`src/rtl/cp0_exc_stack.sv`:
```
// CP0 exception/interrupt control: Status/Cause registers, IRQ masking with
// lowest-index priority, and a nested EPC stack holding {saved IE, return PC}.
module cp0_exc_stack #(
  parameter int unsigned     WIDTH    = 32,
  parameter int unsigned     NIRQ     = 4,
  parameter int unsigned     DEPTH    = 2,
  parameter logic [WIDTH-1:0] VECTOR  = 32'h0000_0008,
  parameter bit              VECTORED = 1'b0
) (
  input  logic                         Clk,
  input  logic                         Clrn,
  input  logic [NIRQ-1:0]              Irq,
  input  logic                         Valid,
  input  logic [WIDTH-1:0]             PC_now,
  input  logic [WIDTH-1:0]             PC_next,
  input  logic                         Exc,
  input  logic [4:0]                   Exc_code,
  input  logic                         Eret,
  input  logic                         Mtc0,
  input  logic [4:0]                   Rd,
  input  logic [WIDTH-1:0]             Qb,
  output logic [WIDTH-1:0]             Rdata,
  output logic                         Redirect,
  output logic [WIDTH-1:0]             Target,
  output logic                         Inta,
  output logic [WIDTH-1:0]             Epc,
  output logic [$clog2(DEPTH+1)-1:0]   Level
);

  localparam int unsigned SPW = $clog2(DEPTH + 1);

  logic [SPW-1:0]   sp;
  logic [WIDTH-1:0] stk_pc [DEPTH];
  logic             stk_ie [DEPTH];
  logic             ie, ovf;
  logic [NIRQ-1:0]  mask, irq_q;
  logic [4:0]       exc_code;
  logic             redirect_q, inta_q;
  logic [WIDTH-1:0] target_q;

  logic [WIDTH-1:0] top_pc;
  logic             top_ie;
  logic [NIRQ-1:0]  pend;
  logic             found;
  logic [2:0]       win_idx;
  logic [WIDTH-1:0] int_target;
  logic             full, empty;
  logic             take_exc, take_eret, take_int, wr_status, wr_epc;
  logic [SPW-1:0]   push_slot, top_slot;
  logic [WIDTH-1:0] status_v, cause_v;

  assign full      = (sp == SPW'(DEPTH));
  assign empty     = (sp == '0);
  assign top_slot  = sp - SPW'(1);
  assign push_slot = full ? SPW'(DEPTH - 1) : sp;
  assign pend      = irq_q & mask;

  always_comb begin
    top_pc = '0;
    top_ie = 1'b0;
    for (int unsigned i = 0; i < DEPTH; i++) begin
      if (!empty && SPW'(i) == top_slot) begin
        top_pc = stk_pc[i];
        top_ie = stk_ie[i];
      end
    end
  end

  always_comb begin
    found   = 1'b0;
    win_idx = '0;
    for (int unsigned i = 0; i < NIRQ; i++) begin
      if (pend[i] && !found) begin
        found   = 1'b1;
        win_idx = 3'(i);
      end
    end
    int_target = VECTORED ? VECTOR + (WIDTH'(win_idx) << 3) : VECTOR;
  end

  // An Eret is an event in its own right even on an empty stack: it still
  // blocks interrupts and Mtc0 on that edge.
  assign take_exc  = Valid & Exc;
  assign take_eret = Valid & ~Exc & Eret & ~empty;
  assign take_int  = Valid & ~Exc & ~Eret & ie & (sp < SPW'(DEPTH)) & (|pend);
  assign wr_status = Valid & ~Exc & ~Eret & ~take_int & Mtc0 & (Rd == 5'd12);
  assign wr_epc    = Valid & ~Exc & ~Eret & ~take_int & Mtc0 & (Rd == 5'd14) & ~empty;

  always_ff @(posedge Clk or negedge Clrn) begin
    if (!Clrn) begin
      sp         <= '0;
      ie         <= 1'b0;
      ovf        <= 1'b0;
      mask       <= '0;
      irq_q      <= '0;
      exc_code   <= '0;
      redirect_q <= 1'b0;
      inta_q     <= 1'b0;
      target_q   <= '0;
      for (int unsigned i = 0; i < DEPTH; i++) begin
        stk_pc[i] <= '0;
        stk_ie[i] <= 1'b0;
      end
    end else begin
      irq_q      <= Irq;
      redirect_q <= 1'b0;
      inta_q     <= 1'b0;
      if (take_exc) begin
        exc_code   <= Exc_code;
        ie         <= 1'b0;
        target_q   <= VECTOR;
        redirect_q <= 1'b1;
        if (full) ovf <= 1'b1;
        else      sp  <= sp + SPW'(1);
      end else if (take_eret) begin
        ie         <= top_ie;
        target_q   <= top_pc;
        redirect_q <= 1'b1;
        sp         <= sp - SPW'(1);
      end else if (take_int) begin
        exc_code   <= '0;
        ie         <= 1'b0;
        target_q   <= int_target;
        redirect_q <= 1'b1;
        inta_q     <= 1'b1;
        sp         <= sp + SPW'(1);
      end else if (wr_status) begin
        ie   <= Qb[0];
        ovf  <= Qb[1];
        mask <= Qb[8 +: NIRQ];
      end
      for (int unsigned i = 0; i < DEPTH; i++) begin
        if ((take_exc || take_int) && SPW'(i) == push_slot) begin
          stk_pc[i] <= take_exc ? PC_now : PC_next;
          stk_ie[i] <= ie;
        end else if (wr_epc && SPW'(i) == top_slot) begin
          stk_pc[i] <= Qb;
        end
      end
    end
  end

  always_comb begin
    status_v           = '0;
    status_v[0]        = ie;
    status_v[1]        = ovf;
    status_v[8 +: NIRQ] = mask;
    cause_v            = '0;
    cause_v[6:2]       = exc_code;
    cause_v[8 +: NIRQ] = irq_q;
    case (Rd)
      5'd12:   Rdata = status_v;
      5'd13:   Rdata = cause_v;
      5'd14:   Rdata = top_pc;
      default: Rdata = '0;
    endcase
  end

  assign Redirect = redirect_q;
  assign Inta     = inta_q;
  assign Target   = target_q;
  assign Epc      = top_pc;
  assign Level    = sp;

endmodule

```
`config.mk`:
```
export PLATFORM = sky130hd
export DESIGN_NAME = cp0_exc_stack
export DESIGN_NICKNAME = d
export VERILOG_FILES = /design/src/rtl/cp0_exc_stack.sv
export SDC_FILE = /design/constraint.sdc
export NUM_CORES = 1
export LEC_CHECK = 0
export ABC_CLOCK_PERIOD_IN_PS = 6020
export CAP_MARGIN = 25
export CORE_MARGIN = 3
export CORE_UTILIZATION = 40
export DETAILED_ROUTE_END_ITERATION = 10
export GPL_ROUTABILITY_DRIVEN = 0
export PLACE_DENSITY = 0.79
export SKIP_LAST_GASP = 1
export SLEW_MARGIN = 20
export SYNTH_ARGS = -nofsm -noshare
export SYNTH_HDL_FRONTEND = slang
export SYNTH_SLANG_ARGS = --single-unit
```
`constraint.sdc`:
```
create_clock -name Clk -period 6.02 [get_ports Clk]
set_input_delay 0.903 -clock Clk [delete_from_list [all_inputs] [get_ports Clk]]
set_output_delay 0.903 -clock Clk [all_outputs]
set_load 0.02 [all_outputs]
```
==> metrics.md <==
| Metric | Value |
|---|---|
| Status | `finished clean` |
| Vias in the first global route | `7159` |
| WL/cell | `19.6 um` |
| TritonCTS clock tree | `done` |
| # DRC | `0` |
| Max-slew violations | `0` |
| RSZ-0062 raised after global routing | `no` |
| First-pass iteration count of the detailed router | `5` |
| Post-synthesis average cell area | `8.14 um^2` |
| Post-CTS Hold Fix Bufs | `0` |
| Cells along the critical path | `inv_1 > ha_1 > buf_4 > nand2_1 > o21ai_0 > a22oi_1 > nand2_1 > clkdlybuf4s50_1` |
| Number of distinct library cells after synthesis | `47` |
| Final count of hold timing violations | `0` |
| Most frequent CP cell | `nand2_1` |
| Post-synth EDFFs | `0` |
| Post-route cell area | `10100 um^2` |
| Worst flop-to-flop path endpoint | `Target[23]` |
| Slew headroom | `32.4%` |
| Vias post-DR | `7724` |
| Power density cells | `430 nW/um^2` |
| Initial antenna violation count | `1` |
| Num rows | `49` |
| Slowest CP cell | `ha_1` |
| Met1 WL | `10.3 mm` |
| VDD IR-drop max | `0.000319 V` |
| Clk slew on worst S/H paths | `0.05 ns` |
| Setup Fix Bufs, Post-CTS | `0` |
| First-pass GRT wire length | `39.3 mm` |
| Leak | `4.10 nW` |
| R2R depth | `6` |
| 1st-iter DRT viols | `960` |
| Die W | `142 um` |
| CTS Root Cell | `clkbuf_16` |
| Crit path capture type | `output port` |
| Mapped Cells | `906` |
| Skew-Pair Late Insertion Delay | `0.43 ns` |
| Area growth, synth to finish | `37.2%` |
| Slew @ Worst Pin | `1.01 ns` |
| Commonest non-fill, non-tap cell in the layout | `clkdlybuf4s50_1` |
| Critical Path RT | `5.12 ns` |
| Global route overflow | `0` |
| Worst Hold Depth | `1` |
| Dpl cell area | `9470 um^2` |
| H-tree depth | `4` |
| Min Clock Period, post-route | `4.54 ns` |
| CTS max path bufs | `2` |
| Top achievable clock speed | `220 MHz` |
| CP Max Fanout | `18` |
| Largest net degree at the start of global routing | `97` |
| Routed wl met3 | `2.29 mm` |
| Final Skew | `0.00614 ns` |
| Worst EP arrival | `3.64 ns` |
| Cell Area, Synth | `7370 um^2` |
| Antenna Violating Nets Remaining | `0` |
| Gr usage total | `24.7%` |
| WP buf/inv | `3` |
| Initial Util | `40.9%` |
| Final Net Count | `1179` |
| Port bufs | `215` |
| Max Cap Viol | `0` |
| Clock sink count | `117` |
| Routed wl met2 | `12.3 mm` |
| I/O pins | `216` |
| Synth warn | `0` |
| Hpwl dp | `16.1 mm` |
| CP peak stage delay | `0.66 ns` |
| CTS Buf Count | `17` |
| Number of synthesized register bits | `117` |
| Post-CTS Resized | `0` |
| Post-Route WL | `25.4 mm` |
| Reg2reg setup slack | `2.59 ns` |
| Syn_nets | `1028` |
| Ys flop type | `dfrtp_1` |
| Via/cell ratio | `5.95` |
| Hold Path Origin | `Target[28]` |
| Worst setup path class | `reg -> out` |
| Setup violators final | `0` |
| Most frequent cells in the layout | `213 x clkdlybuf4s50_1, 157 x nand2_1, 117 x dfrtp_1, 109 x nor2_1, 76 x o21ai_0` |
| Die height | `142 um` |
| Share of layout cells above drive strength 1 | `7.10%` |
| Core ar. | `18000 um^2` |
| Worst r2r src | `irq_q[2]` |
| Async S/R FF share, synth | `100%` |
| Crit share post-route | `75.5%` |
| CP top delay family | `buffers and inverters` |
| Sequential fraction of the synthesis area | `39.7%` |
| Setup crit start kind | `flip-flop` |
| Die Footprint | `20100 um^2` |
| Fillers | `1626` |
| Worst Hold End | `Target[28]` |
| Setup TNS | `0 ns` |
| Antenna cell count | `0` |
| Hold crit path type | `reg -> reg` |
| Top Layer Used | `met5` |
[per-layer routing]
layer | vias up | global-route usage (%)
li1 | 3561 | -
met1 | 3709 | 31.9
met2 | 403 | 40.1
met3 | 49 | 6.20
met4 | 2 | 9.09
met5 | - | 0
[per-stage QoR]
stage               total power [W]  hold WS, ns  util (%)  instances  worst slack, ns
floorplan                   0.00243        0.482         -        906             2.90
global placement            0.00322        0.471      52.5       1267             1.58
detailed placement          0.00326        0.473      52.6       1267             1.51
CTS                         0.00435        0.490      56.1       1299             1.50
global route                0.00460        0.502      56.1       1299             1.36
finish                      0.00435        0.486      56.1       1299             1.48
[cell type report]
cell class / instances / area, um^2 / share of cell area [%]
Tap cell: 229 / 287 / 2.83
Multi-Input combinational cell: 659 / 3900 / 38.6
Clock inverter: 13 / 180 / 1.78
Clock buffer: 19 / 453 / 4.48
Sequential cell: 117 / 2930 / 28.9
Inverter: 34 / 128 / 1.26
Timing Repair Buffer: 228 / 2240 / 22.2
[kinds of logic after synthesis]
kind of cell	count (synthesis)	share of synthesized area, %
AO/OA/AOI/OAI	285	28.9
multiplexers	8	1.31
buffers and inverters	130	8.13
XOR/XNOR	1	0.119
AND/OR/NAND/NOR	359	20.8
adder cells (fa/ha/maj)	6	1.02
flip-flops	117	39.7
[how the worst max path moves through the flow]
stage | to | start | depth (start not counted) | slack, ns
after floorplan | Rdata[10] | Level[0] | 9 | 2.90
after global placement | Target[13] | Exc | 7 | 1.58
after detailed placement | Target[13] | Exc | 7 | 1.51
after CTS | Rdata[11] | Level[1] | 8 | 1.50
after global routing | Rdata[10] | Level[1] | 8 | 1.36
final | Rdata[11] | Level[1] | 8 | 1.48
[registers in the layout, summed over array words and instances (netlist names)]
signal    flops
Inta          1
Level         2
Redirect      1
Target       32
exc_code      5
ie            1
irq_q         4
mask          4
ovf           1
stk_ie        2
stk_pc       64
[worst register-to-register path: stages (launching register included)]
cell and delay, ns:
dfrtp_1 0.39, a22oi_2 0.47, a211o_4 0.69, inv_2 0.49, nor3_4 0.73, buf_4 0.41
o2bb2ai_1 0.17
[cells in the mapped netlist (3+ instances only)]
| master | n | area, um^2 |
|---|---|---|
| a21oi_1 | 26 | 130 |
| a22o_1 | 6 | 52.6 |
| a22oi_1 | 8 | 60.1 |
| a2bb2oi_1 | 64 | 561 |
| a311oi_1 | 64 | 561 |
| and2_1 | 3 | 18.8 |
| and3_1 | 3 | 18.8 |
| buf_1 | 4 | 15.0 |
| buf_2 | 8 | 40.0 |
| buf_6 | 13 | 146 |
| clkbuf_1 | 70 | 263 |
| dfrtp_1 | 117 | 2930 |
| ha_1 | 6 | 75.1 |
| inv_1 | 32 | 120 |
| mux2_2 | 5 | 56.3 |
| nand2_1 | 158 | 593 |
| nand3_1 | 63 | 315 |
| nand4_1 | 4 | 25.0 |
| nor2_1 | 110 | 413 |
| nor3b_1 | 4 | 30.0 |
| o21ai_0 | 76 | 380 |
| o21ai_1 | 5 | 25.0 |
| o2bb2ai_1 | 25 | 219 |
[where the power goes]
group | switching, W | total [W] | internal [W]
sequential | 0.000157 | 0.00123 | 0.00108
combinational | 0.00117 | 0.00203 | 0.000855
clock | 0.000377 | 0.00109 | 0.000710
total | 0.00171 | 0.00435 | 0.00264
No activity file was read; power rests on OpenSTA's default activity.
